**src/rtl/decode_regfile_sext.sv**
```systemverilog
// Decode datapath: 8x16 register file (R0 = 0), 8->16 sign extend, PC+4 pipe reg.
// Optional REGBANK_BYPASS_EN forwards same-cycle write data onto the read ports.
module decode_regfile_sext (
    input  logic        clock,
    input  logic        reset_n,
    input  logic        RegWrite,
    input  logic [2:0]  rs,
    input  logic [2:0]  rt,
    input  logic [2:0]  rd,
    input  logic [15:0] writeDat,
    input  logic [7:0]  addressjump,
    input  logic [15:0] PC4,
    output logic [15:0] readData1,
    output logic [15:0] readData2,
    output logic [15:0] extendedSignal,
    output logic [15:0] PC4_outpuID
);

    logic [7:0][15:0] rf;
    logic             wr_en;
    logic             fwd1;
    logic             fwd2;
    logic [15:0]      stored1;
    logic [15:0]      stored2;

    assign wr_en = RegWrite && (rd != 3'd0);

    // rf[0] is never written; reads of index 0 are forced to zero below.
    always_ff @(posedge clock or negedge reset_n) begin
        if (!reset_n) begin
            rf <= '0;
        end else if (wr_en) begin
            rf[rd] <= writeDat;
        end
    end

    always_ff @(posedge clock or negedge reset_n) begin
        if (!reset_n) begin
            PC4_outpuID <= '0;
        end else begin
            PC4_outpuID <= PC4;
        end
    end

    assign stored1 = (rs == 3'd0) ? 16'h0000 : rf[rs];
    assign stored2 = (rt == 3'd0) ? 16'h0000 : rf[rt];

`ifdef REGBANK_BYPASS_EN
    // Reset blocks writes, so it must also block forwarding.
    assign fwd1 = reset_n && wr_en && (rd == rs);
    assign fwd2 = reset_n && wr_en && (rd == rt);
`else
    assign fwd1 = 1'b0;
    assign fwd2 = 1'b0;
`endif

    assign readData1      = fwd1 ? writeDat : stored1;
    assign readData2      = fwd2 ? writeDat : stored2;
    assign extendedSignal = {{8{addressjump[7]}}, addressjump};

endmodule

```
**config.mk**
```make
export PLATFORM = sky130hd
export DESIGN_NAME = decode_regfile_sext
export DESIGN_NICKNAME = d
export VERILOG_FILES = /design/src/rtl/decode_regfile_sext.sv
export SDC_FILE = /design/constraint.sdc
export NUM_CORES = 1
export LEC_CHECK = 0
export ABC_CLOCK_PERIOD_IN_PS = 2050
export BUFFER_PORTS_ARGS = -buffer_cell sky130_fd_sc_hd__buf_2
export CORE_ASPECT_RATIO = 1.5
export CORE_UTILIZATION = 45
export CTS_CLUSTER_DIAMETER = 150
export DETAILED_ROUTE_END_ITERATION = 10
export GPL_TIMING_DRIVEN = 0
export MAX_ROUTING_LAYER = met4
export PLACE_DENSITY = 0.76
export SETUP_SLACK_MARGIN = 0.4
export SYNTH_ARGS = -nofsm -noshare
export SYNTH_HDL_FRONTEND = slang
export SYNTH_SLANG_ARGS = --single-unit
```
**constraint.sdc**
```tcl
create_clock -name clock -period 2.05 [get_ports clock]
set_input_delay 0.41 -clock clock [delete_from_list [all_inputs] [get_ports clock]]
set_output_delay 0.41 -clock clock [all_outputs]
set_load 0.005 [all_outputs]
```
# After elaboration in Yosys (flattened, before gate mapping)
# Index checks and enable logic that the tools add are counted.
# totals
ff_bits	144
elab_cells	27
inputBits	52
# op_classes
reduce_logical	5
n_mux	9
n_lt_le_gt_ge	4
# ops
operator	count
$bwmux 128	1
$bmux 16 s3	2
$mux 16	5
$demux 16 s3	1
$lt 3x4->1 const B	3
$logic_not 3->1	2
$ge 3x1->1 const B	1
$reduce_bool 3->1	1
$logic_and 1x1->1	2

# Logic depth before layout (Yosys ltp)
# Gate-level depths: netlist of the first run.
# logic_depth
word_depth	5
depth_mapped	6
ltp_nobuf	3

# Least setup slack after synthesis of the first run
# Ideal clock, no wire load.
# synth_timing
kind	input to output
start	input port rt[1]
end	output port readData2[10]
arrival_ns	1.336
required_time_ns	1.640
path_slack_ns	0.304
cell_stages	5
cell_sequence	buf_2 > buf_4 > mux2_2 > a221oi_1 > a311oi_1
# synth_via
elab_chain_len	3
elab_cells_between_ends	4
classes_between	mux (3); reduce/logical (1)
# synth_rtl
element	line	source
from (decl)	8	input logic [2:0] rt,
$bmux 16 s3	46	assign stored2 = (rt == 3'd0) ? 16'h0000 : rf[rt];
$mux 16 (implied by the code)	46	
$mux 16 *	46	
to (decl)	14	output logic [15:0] readData2,
# Mark *: on every way between the ends. The rest lies on a longest branch, timed or not. The select of a mux whose other input is x is not followed.

# Worst setup path after layout of the first run
# layout_timing
start	register rf[30] (netlist name)
end	output port readData2[14]
# layout_via
elab_chain_len	3
# layout_rtl
element	line	source
from (decl)	19	logic [7:0][15:0] rf;
from (signal, indexed assignment)	33	rf[rd] <= writeDat;
$bmux 16 s3	46	
$mux 16 (implied by the code)	46	
$mux 16	46	
# No other way between the ends. The select of a mux whose other input is x is not followed.

==> results.toml, run 1 <==
[floorplan]
ios = 116
rows = 54
fp.dieArea_mm2 = 0.01560
coreArea_mm2 = 0.01466
fp.dieW_um = 102.3
start_util_pct = 46.32
die_y_um = 152.5

[cts]
cts_buffers = 17
clock_tree.root_cell = "clkbuf_16"
path_clk_slew_ns = 0.06
clk_latency_ns = 0.42
clock_sinks = 128
clk_path_buf_depth = 2
cts_tree = "built"
h-tree-depth = 4

[setup_path]
worstReg2RegStart = "rf[30]$_DFFE_PN0P_"
cp.arrival_ns = 1.69
cp.required_ns = 1.64
start_kind = "flip-flop"
regToRegEndpoint = "rf[30]$_DFFE_PN0P_"
slowest_stage = "dfrtp_1"
max_stage_delay_ns = 0.42
crit_chain = "mux2_4 -> a221oi_4 -> a311oi_2 -> buf_2"
cp_max_fo = 3
reg2reg_slack_ns = 0.98
cp-end-kind = "output port"
path_class = "reg -> out"
r2r_cells = 3

[layout]
n_antenna_cell = 0
design_area_mm2 = 0.009368
layout.cells.non_filler = 867
nFillCells = 1029
layout.nets = 710
syn2layout_area_growth_pct = 37.93
drive_above_1_share_pct = 64.83

[grt]
grt_remaining_overflow = 0
use_met3_pct = 5.505
grt_pass1_vias = 5580
grt_pass1_wl_um = 32040
grtUsageTotal_pct = 29.36
grtUsageMet2_pct = 48.13
antenna_found_initial = 0
use_met1_pct = 31.60
grt_max_degree = 95
grt.busiest_layer = "met2"

[sta]
fin_ws_ns = -0.05486
tightest_slew_ns = 0.5644
fin_crit_ns = 2.105
final.period_utilization_pct = 102.7
clock-skew-final_ns = 0
relSlewSlack_pct = 62.25
fmax_mhz = 475.1
rsz0062_at_grt = "true"
timing.hold.ws_ns = 0.08692
hold_viol = 0
slew_violations = 0
finalSetupViolations = 3

[placed_design]
dpl_cell_area_mm2 = 0.007926
place_congestion = 0.8662
place_inst = 789
place_hpwl_um = 13600
io_buffers = 99

[route]
routedWlPerCell_um = 25.34
drc = 0
wirelength_um = 21970
via_per_inst = 6.144
vias = 5327
drtIter0Drc = 314
postRouteAntennaNets = 0
dr.pass1.iters = 5

[pwr]
p_leak_nw = 4.246
power.density_mw_per_mm2 = 957.3
ir_drop_mv = 0.5970

[yosys]
syn-instance-count = 493
avgSynthCellArea_um2 = 13.78
synth_warnings = 0
synth-seq-cells = 128
ys_seq_area_share_pct = 47.16
syn-num-nets = 545
synth_cell_type_count = 24
synth_area_mm2 = 0.006792

[outcome]
violations = "setup timing"
outcome = "finished, violations left"

[worst_hold_path]
hp-start = "PC4[13]"
min_path_type = "in -> reg"
holdPathEnd = "PC4_outpuID[13]$_DFF_PN0_"
holdPathStages = 1

[flow_run]
max-cap-violations = 0
power breakdown:
group | leakage, nW | total, mW | internal, mW | switching [mW]
clock | 0.281 | 3.08 | 1.82 | 1.26
combinational | 2.44 | 2.44 | 1.38 | 1.05
sequential | 1.53 | 3.45 | 3.03 | 0.412
total | 4.25 | 8.97 | 6.24 | 2.72
cells in the final DEF, fill, tap and decap left out, types with 2 or more instances in the layout:
cell,Yosys,final
a211oi_1,16,16
a221oi_2,0,29
a221oi_4,0,19
a311oi_1,16,11
a311oi_2,0,5
and4bb_1,2,2
buf_12,0,3
buf_16,0,2
buf_2,12,100
buf_4,26,65
buf_6,11,19
buf_8,2,10
bufinv_16,0,2
clkbuf_16,0,17
clkbuf_2,0,4
clkbuf_4,1,3
clkinv_4,0,3
clkinvlp_4,0,4
dfrtp_1,128,128
inv_6,0,4
inv_8,0,2
mux2_1,11,9
mux2_2,113,88
mux2_4,20,47
mux2i_1,48,48
nand4b_4,3,3
nor2b_1,19,19
state kept, by name, indices dropped and copies added (netlist names):
| signal | count |
|---|---|
| rf | 112 |
| PC4_outpuID | 16 |
per-layer routing:
layer | vias to the layer above | part of all wire, %
met5 | - | 0
met4 | 0 | 6.1
met3 | 88 | 5.8
met2 | 291 | 51
met1 | 2722 | 37
li1 | 2226 | -
critical path: cells and delay by family, from the launching register on:
kind                   cells  cell delay (ns)
AOI/OAI and AO/OA          2             0.39
DFF                        1             0.42
muxes                      1             0.32
buffers and inverters      1             0.16
repair_timing:
action                                  in CTS  in global routing
hold buffers                                 1                  0
gates resized for setup                     51                 33
gates cloned                                 1                  0
pin swaps                                   22                 20
endpoints found under the setup margin      32                 32
endpoints found under the hold margin       34                  0
setup buffers                               39                  5
synthesized netlist by cell type (all sizes together):
cell type	instances	share of area, %
a211oi	16	1.8
a221oi	48	6.2
a311oi	16	2.1
and2	1	0.092
and2b	1	0.11
and4bb	2	0.37
buf	53	6.1
clkbuf	9	0.55
dfrtp	128	47
mux2	144	25
mux2i	48	7.1
nand2	1	0.092
nand2b	2	0.18
nand4	1	0.18
nand4b	3	1.1
nor2b	19	1.8
nor3	1	0.24
worst max path at each step:
stage | from | end | slack, ns | cells after the start
2_1_floorplan | rt[1] | readData2[10] | 0.38 | 6
3_3_place_gp | reset_n | rf[118]$_DFFE_PN0P_ | -1.0 | 1
3_5_place_dp | rt[0] | readData2[13] | -0.27 | 6
4_1_cts | rf[29]$_DFFE_PN0P_ | readData2[13] | 0.03 | 4
5_1_grt | rf[30]$_DFFE_PN0P_ | readData2[14] | -0.1 | 4
6_report | rf[30]$_DFFE_PN0P_ | readData2[14] | -0.05 | 4
metrics by stage:
stage	TNS (ns)	worst slack (ns)	utilization (%)	total power, mW
4_1_cts	0	0.03177	62.26	8.710
6_report	-0.1057	-0.05486	63.89	8.967
5_1_grt	-0.3658	-0.09705	63.89	9.274
3_5_place_dp	-3.069	-0.2663	54.06	5.317
3_3_place_gp	-128.77	-0.9982	53.83	5.177
2_1_floorplan	0	0.3828	-	4.686
cells by family (layout without fill, tap and decap cells):
logic type / count (synthesis) / after routing / synth area share, %
simple gates: 31 / 31 / 4.072
flops: 128 / 128 / 47.16
mux: 192 / 192 / 32.06
compound gates: 80 / 80 / 10.02
buf+inv: 62 / 240 / 6.688
area by class of cell:
class / instances / area (um^2) / share of cell area (%)
buffer: 62 / 618.1 / 6.598
tap: 196 / 245.2 / 2.618
sequential: 128 / 3203 / 34.19
timing repair buffer: 146 / 915.9 / 9.777
clock buffer: 17 / 425.4 / 4.541
multi-input combinational: 303 / 3786 / 40.42
clock inverter: 15 / 173.9 / 1.857
Power figures use the tool's default switching activity.
==> inputs of run 2 (changes only) <==
--- a/config.mk
+++ b/config.mk
@@ -7,13 +7,15 @@
 export LEC_CHECK = 0
 export ABC_CLOCK_PERIOD_IN_PS = 2050
 export BUFFER_PORTS_ARGS = -buffer_cell sky130_fd_sc_hd__buf_2
+export CELL_PAD_IN_SITES_DETAIL_PLACEMENT = 2
+export CELL_PAD_IN_SITES_GLOBAL_PLACEMENT = 2
 export CORE_ASPECT_RATIO = 1.5
-export CORE_UTILIZATION = 45
+export CORE_UTILIZATION = 39
 export CTS_CLUSTER_DIAMETER = 150
 export DETAILED_ROUTE_END_ITERATION = 10
 export GPL_TIMING_DRIVEN = 0
 export MAX_ROUTING_LAYER = met4
-export PLACE_DENSITY = 0.76
+export PLACE_DENSITY = 0.9
 export SETUP_SLACK_MARGIN = 0.4
 export SYNTH_ARGS = -nofsm -noshare
 export SYNTH_HDL_FRONTEND = slang
==> run 2 against run 1 <==
Net effect: the run still ends with setup timing left; register-to-register slack got worse by 0.05 ns; flip-flop and latch count did not move; sequential power rose by 4%; power rose by 10%; via count rose by 8.9%; core utilization fell by 6.3 points; sequential share of layout area fell by 1.2 points; setup slack got worse by 0.016 ns; global-route usage rose by 12 points; cell area rose by 3.9%; first-iteration DRC count rose by 8.0%.
==> results.toml, run 2 (synthesis gave the netlist of run 1 again) <==
[grt]
grt_pass1_vias = 6419
grt_remaining_overflow = 0
grt_max_degree = 103
grt_pass1_wl_um = 48530
antenna_found_initial = 0
grtUsageTotal_pct = 41.11

[cts]
clk_path_buf_depth = 2
cts_tree = "built"
clk_latency_ns = 0.44
h-tree-depth = 4
clock_tree.root_cell = "clkbuf_16"
clock_sinks = 128
cts_buffers = 17
path_clk_slew_ns = 0.07

[route]
routedWlPerCell_um = 38.32
postRouteAntennaNets = 0
dr.pass1.iters = 5
vias = 5799
wirelength_um = 34260
drtIter0Drc = 339
via_per_inst = 6.487
drc = 0

[layout]
layout.nets = 723
design_area_mm2 = 0.009737
top_regs = "rf: 112 flops, PC4_outpuID: 16 flops"
layout.cells.non_filler = 894
mostFrequentLayoutCells = "dfrtp_1, buf_2, mux2_2"
registers.top_by_ff_count = "rf"
layout_commonest_cell = "dfrtp_1"
drive_above_1_share_pct = 68.13
largest_reg_flops = 112
syn2layout_area_growth_pct = 43.37
n_antenna_cell = 0

[sta]
fmax_mhz = 471.5
hold_viol = 0
fin_ws_ns = -0.07072
rsz0062_at_grt = "true"
clock-skew-final_ns = 0
final.period_utilization_pct = 103.4
tightest_slew_ns = 0.6044
relSlewSlack_pct = 59.58
finalSetupViolations = 20
slew_violations = 0
fin_crit_ns = 2.121

[placed_design]
dpl_cell_area_mm2 = 0.007944
place_inst = 803
place_hpwl_um = 17240
io_buffers = 99
place_congestion = 0.8136

[outcome]
violations = "setup timing"
outcome = "finished, violations left"

[setup_path]
crit_buf_inv = 1
path_class = "reg -> out"
start_kind = "flip-flop"
cp.required_ns = 1.64
crit_family = "flip-flops"
cp-end-kind = "output port"
max_stage_delay_ns = 0.43
cp.arrival_ns = 1.71
cp_max_fo = 3
crit_chain = "mux2_4 -> a221oi_4 -> a311oi_2 -> buf_2"
slowest_stage = "dfrtp_1"

[pwr]
power_frac_seq_pct = 36.3
power.density_mw_per_mm2 = 1016
p_leak_nw = 4.374
power_frac_comb_pct = 29.6
power_switching_mw = 3.389
p_sw_share_pct = 34.26
clockPowerShare_pct = 34.1
ir_drop_mv = 0.7704
p_int_mw = 6.502

[floorplan]
die_y_um = 163.6
start_util_pct = 40.17
fp.dieW_um = 109.7
fp.dieArea_mm2 = 0.01796
ios = 116
rows = 58
coreArea_mm2 = 0.01691

[flow_run]
max-cap-violations = 0

[worst_hold_path]
min_path_type = "in -> reg"
[run 2: cell types whose count changed in the layout (fill, tap and decap cells not counted), sizes merged]
| cell | before | now |
|---|---|---|
| buf | 199 | 211 |
| bufinv | 2 | 3 |
| clkinv | 3 | 5 |
| clkbuf | 25 | 27 |
| clkinvlp | 4 | 3 |
| inv | 6 | 3 |
[run 2: timing repair]
| item | CTS | global route |
|---|---|---|
| setup endpoints to repair | 32 | 32 |
| pin swaps | 31 | 21 |
| endpoints found under the hold margin | 26 | 0 |
| buffers inserted | 40 | 17 |
| cloned | 1 | 0 |
| hold buffers | 1 | 0 |
| resized for setup | 95 | 30 |
[run 2: layout make-up]
cell class              instances  area, um^2
multi-input cells             303        3966
well taps                     210       262.8
clock inverters                14       178.9
repair buffers                159        1020
plain buffers                  62       659.4
fillers                      1478        7172
flip-flops and latches        128        3211
clock buffers                  18       439.2
[run 2: final timing paths]
| kind | start | to | slack, ns | cells after the start |
|---|---|---|---|---|
| worst max-delay path | rf[52]$_DFFE_PN0P_ | readData2[4] | -0.07 | 4 |
| worst min-delay path | PC4[13] | PC4_outpuID[13]$_DFF_PN0_ | 0.07 | 1 |
| worst max register to register | rf[20]$_DFFE_PN0P_ | rf[20]$_DFFE_PN0P_ | 0.93 | 3 |
| worst min register to register | rf[78]$_DFFE_PN0P_ | rf[78]$_DFFE_PN0P_ | 0.54 | 1 |
| max in group asynchronous | reset_n | rf[45]$_DFFE_PN0P_ | 0.73 | 3 |
| min in group asynchronous | reset_n | rf[76]$_DFFE_PN0P_ | 0.42 | 2 |
[run 2: stage by stage]
stage | setup WS, ns | hold WS (ns) | total power, mW | setup TNS, ns | utilization [%]
floorplan | 0.3828 | 0.1144 | 4.686 | 0 | -
global placement | -1.005 | 0.4849 | 5.181 | -130.96 | 46.78
detailed placement | -0.4278 | 0.2948 | 5.454 | -5.749 | 46.98
CTS | -0.07034 | 0.07012 | 9.318 | -0.5096 | 55.74
global route | -0.1065 | 0.05980 | 10.09 | -1.859 | 57.58
finish | -0.07072 | 0.06745 | 9.892 | -0.8812 | 57.58
[run 2: power by group through the flow]
stage | logic, mW | clock network, mW | registers, mW
floorplan | 1.33 | 0 | 3.35
global placement | 1.77 | 0 | 3.41
detailed placement | 1.93 | 0 | 3.52
CTS | 2.56 | 3.27 | 3.49
global route | 3.03 | 3.45 | 3.61
finish | 2.93 | 3.37 | 3.60
[run 2: routing by layer]
layer | vias up | GRT usage (%) | routed length [um]
li1 | 2253 | - | -
met1 | 3075 | 46.21 | 13050
met2 | 333 | 68.21 | 17340
met3 | 138 | 8.260 | 1910
met4 | 0 | 21.39 | 1968
met5 | - | - | 0
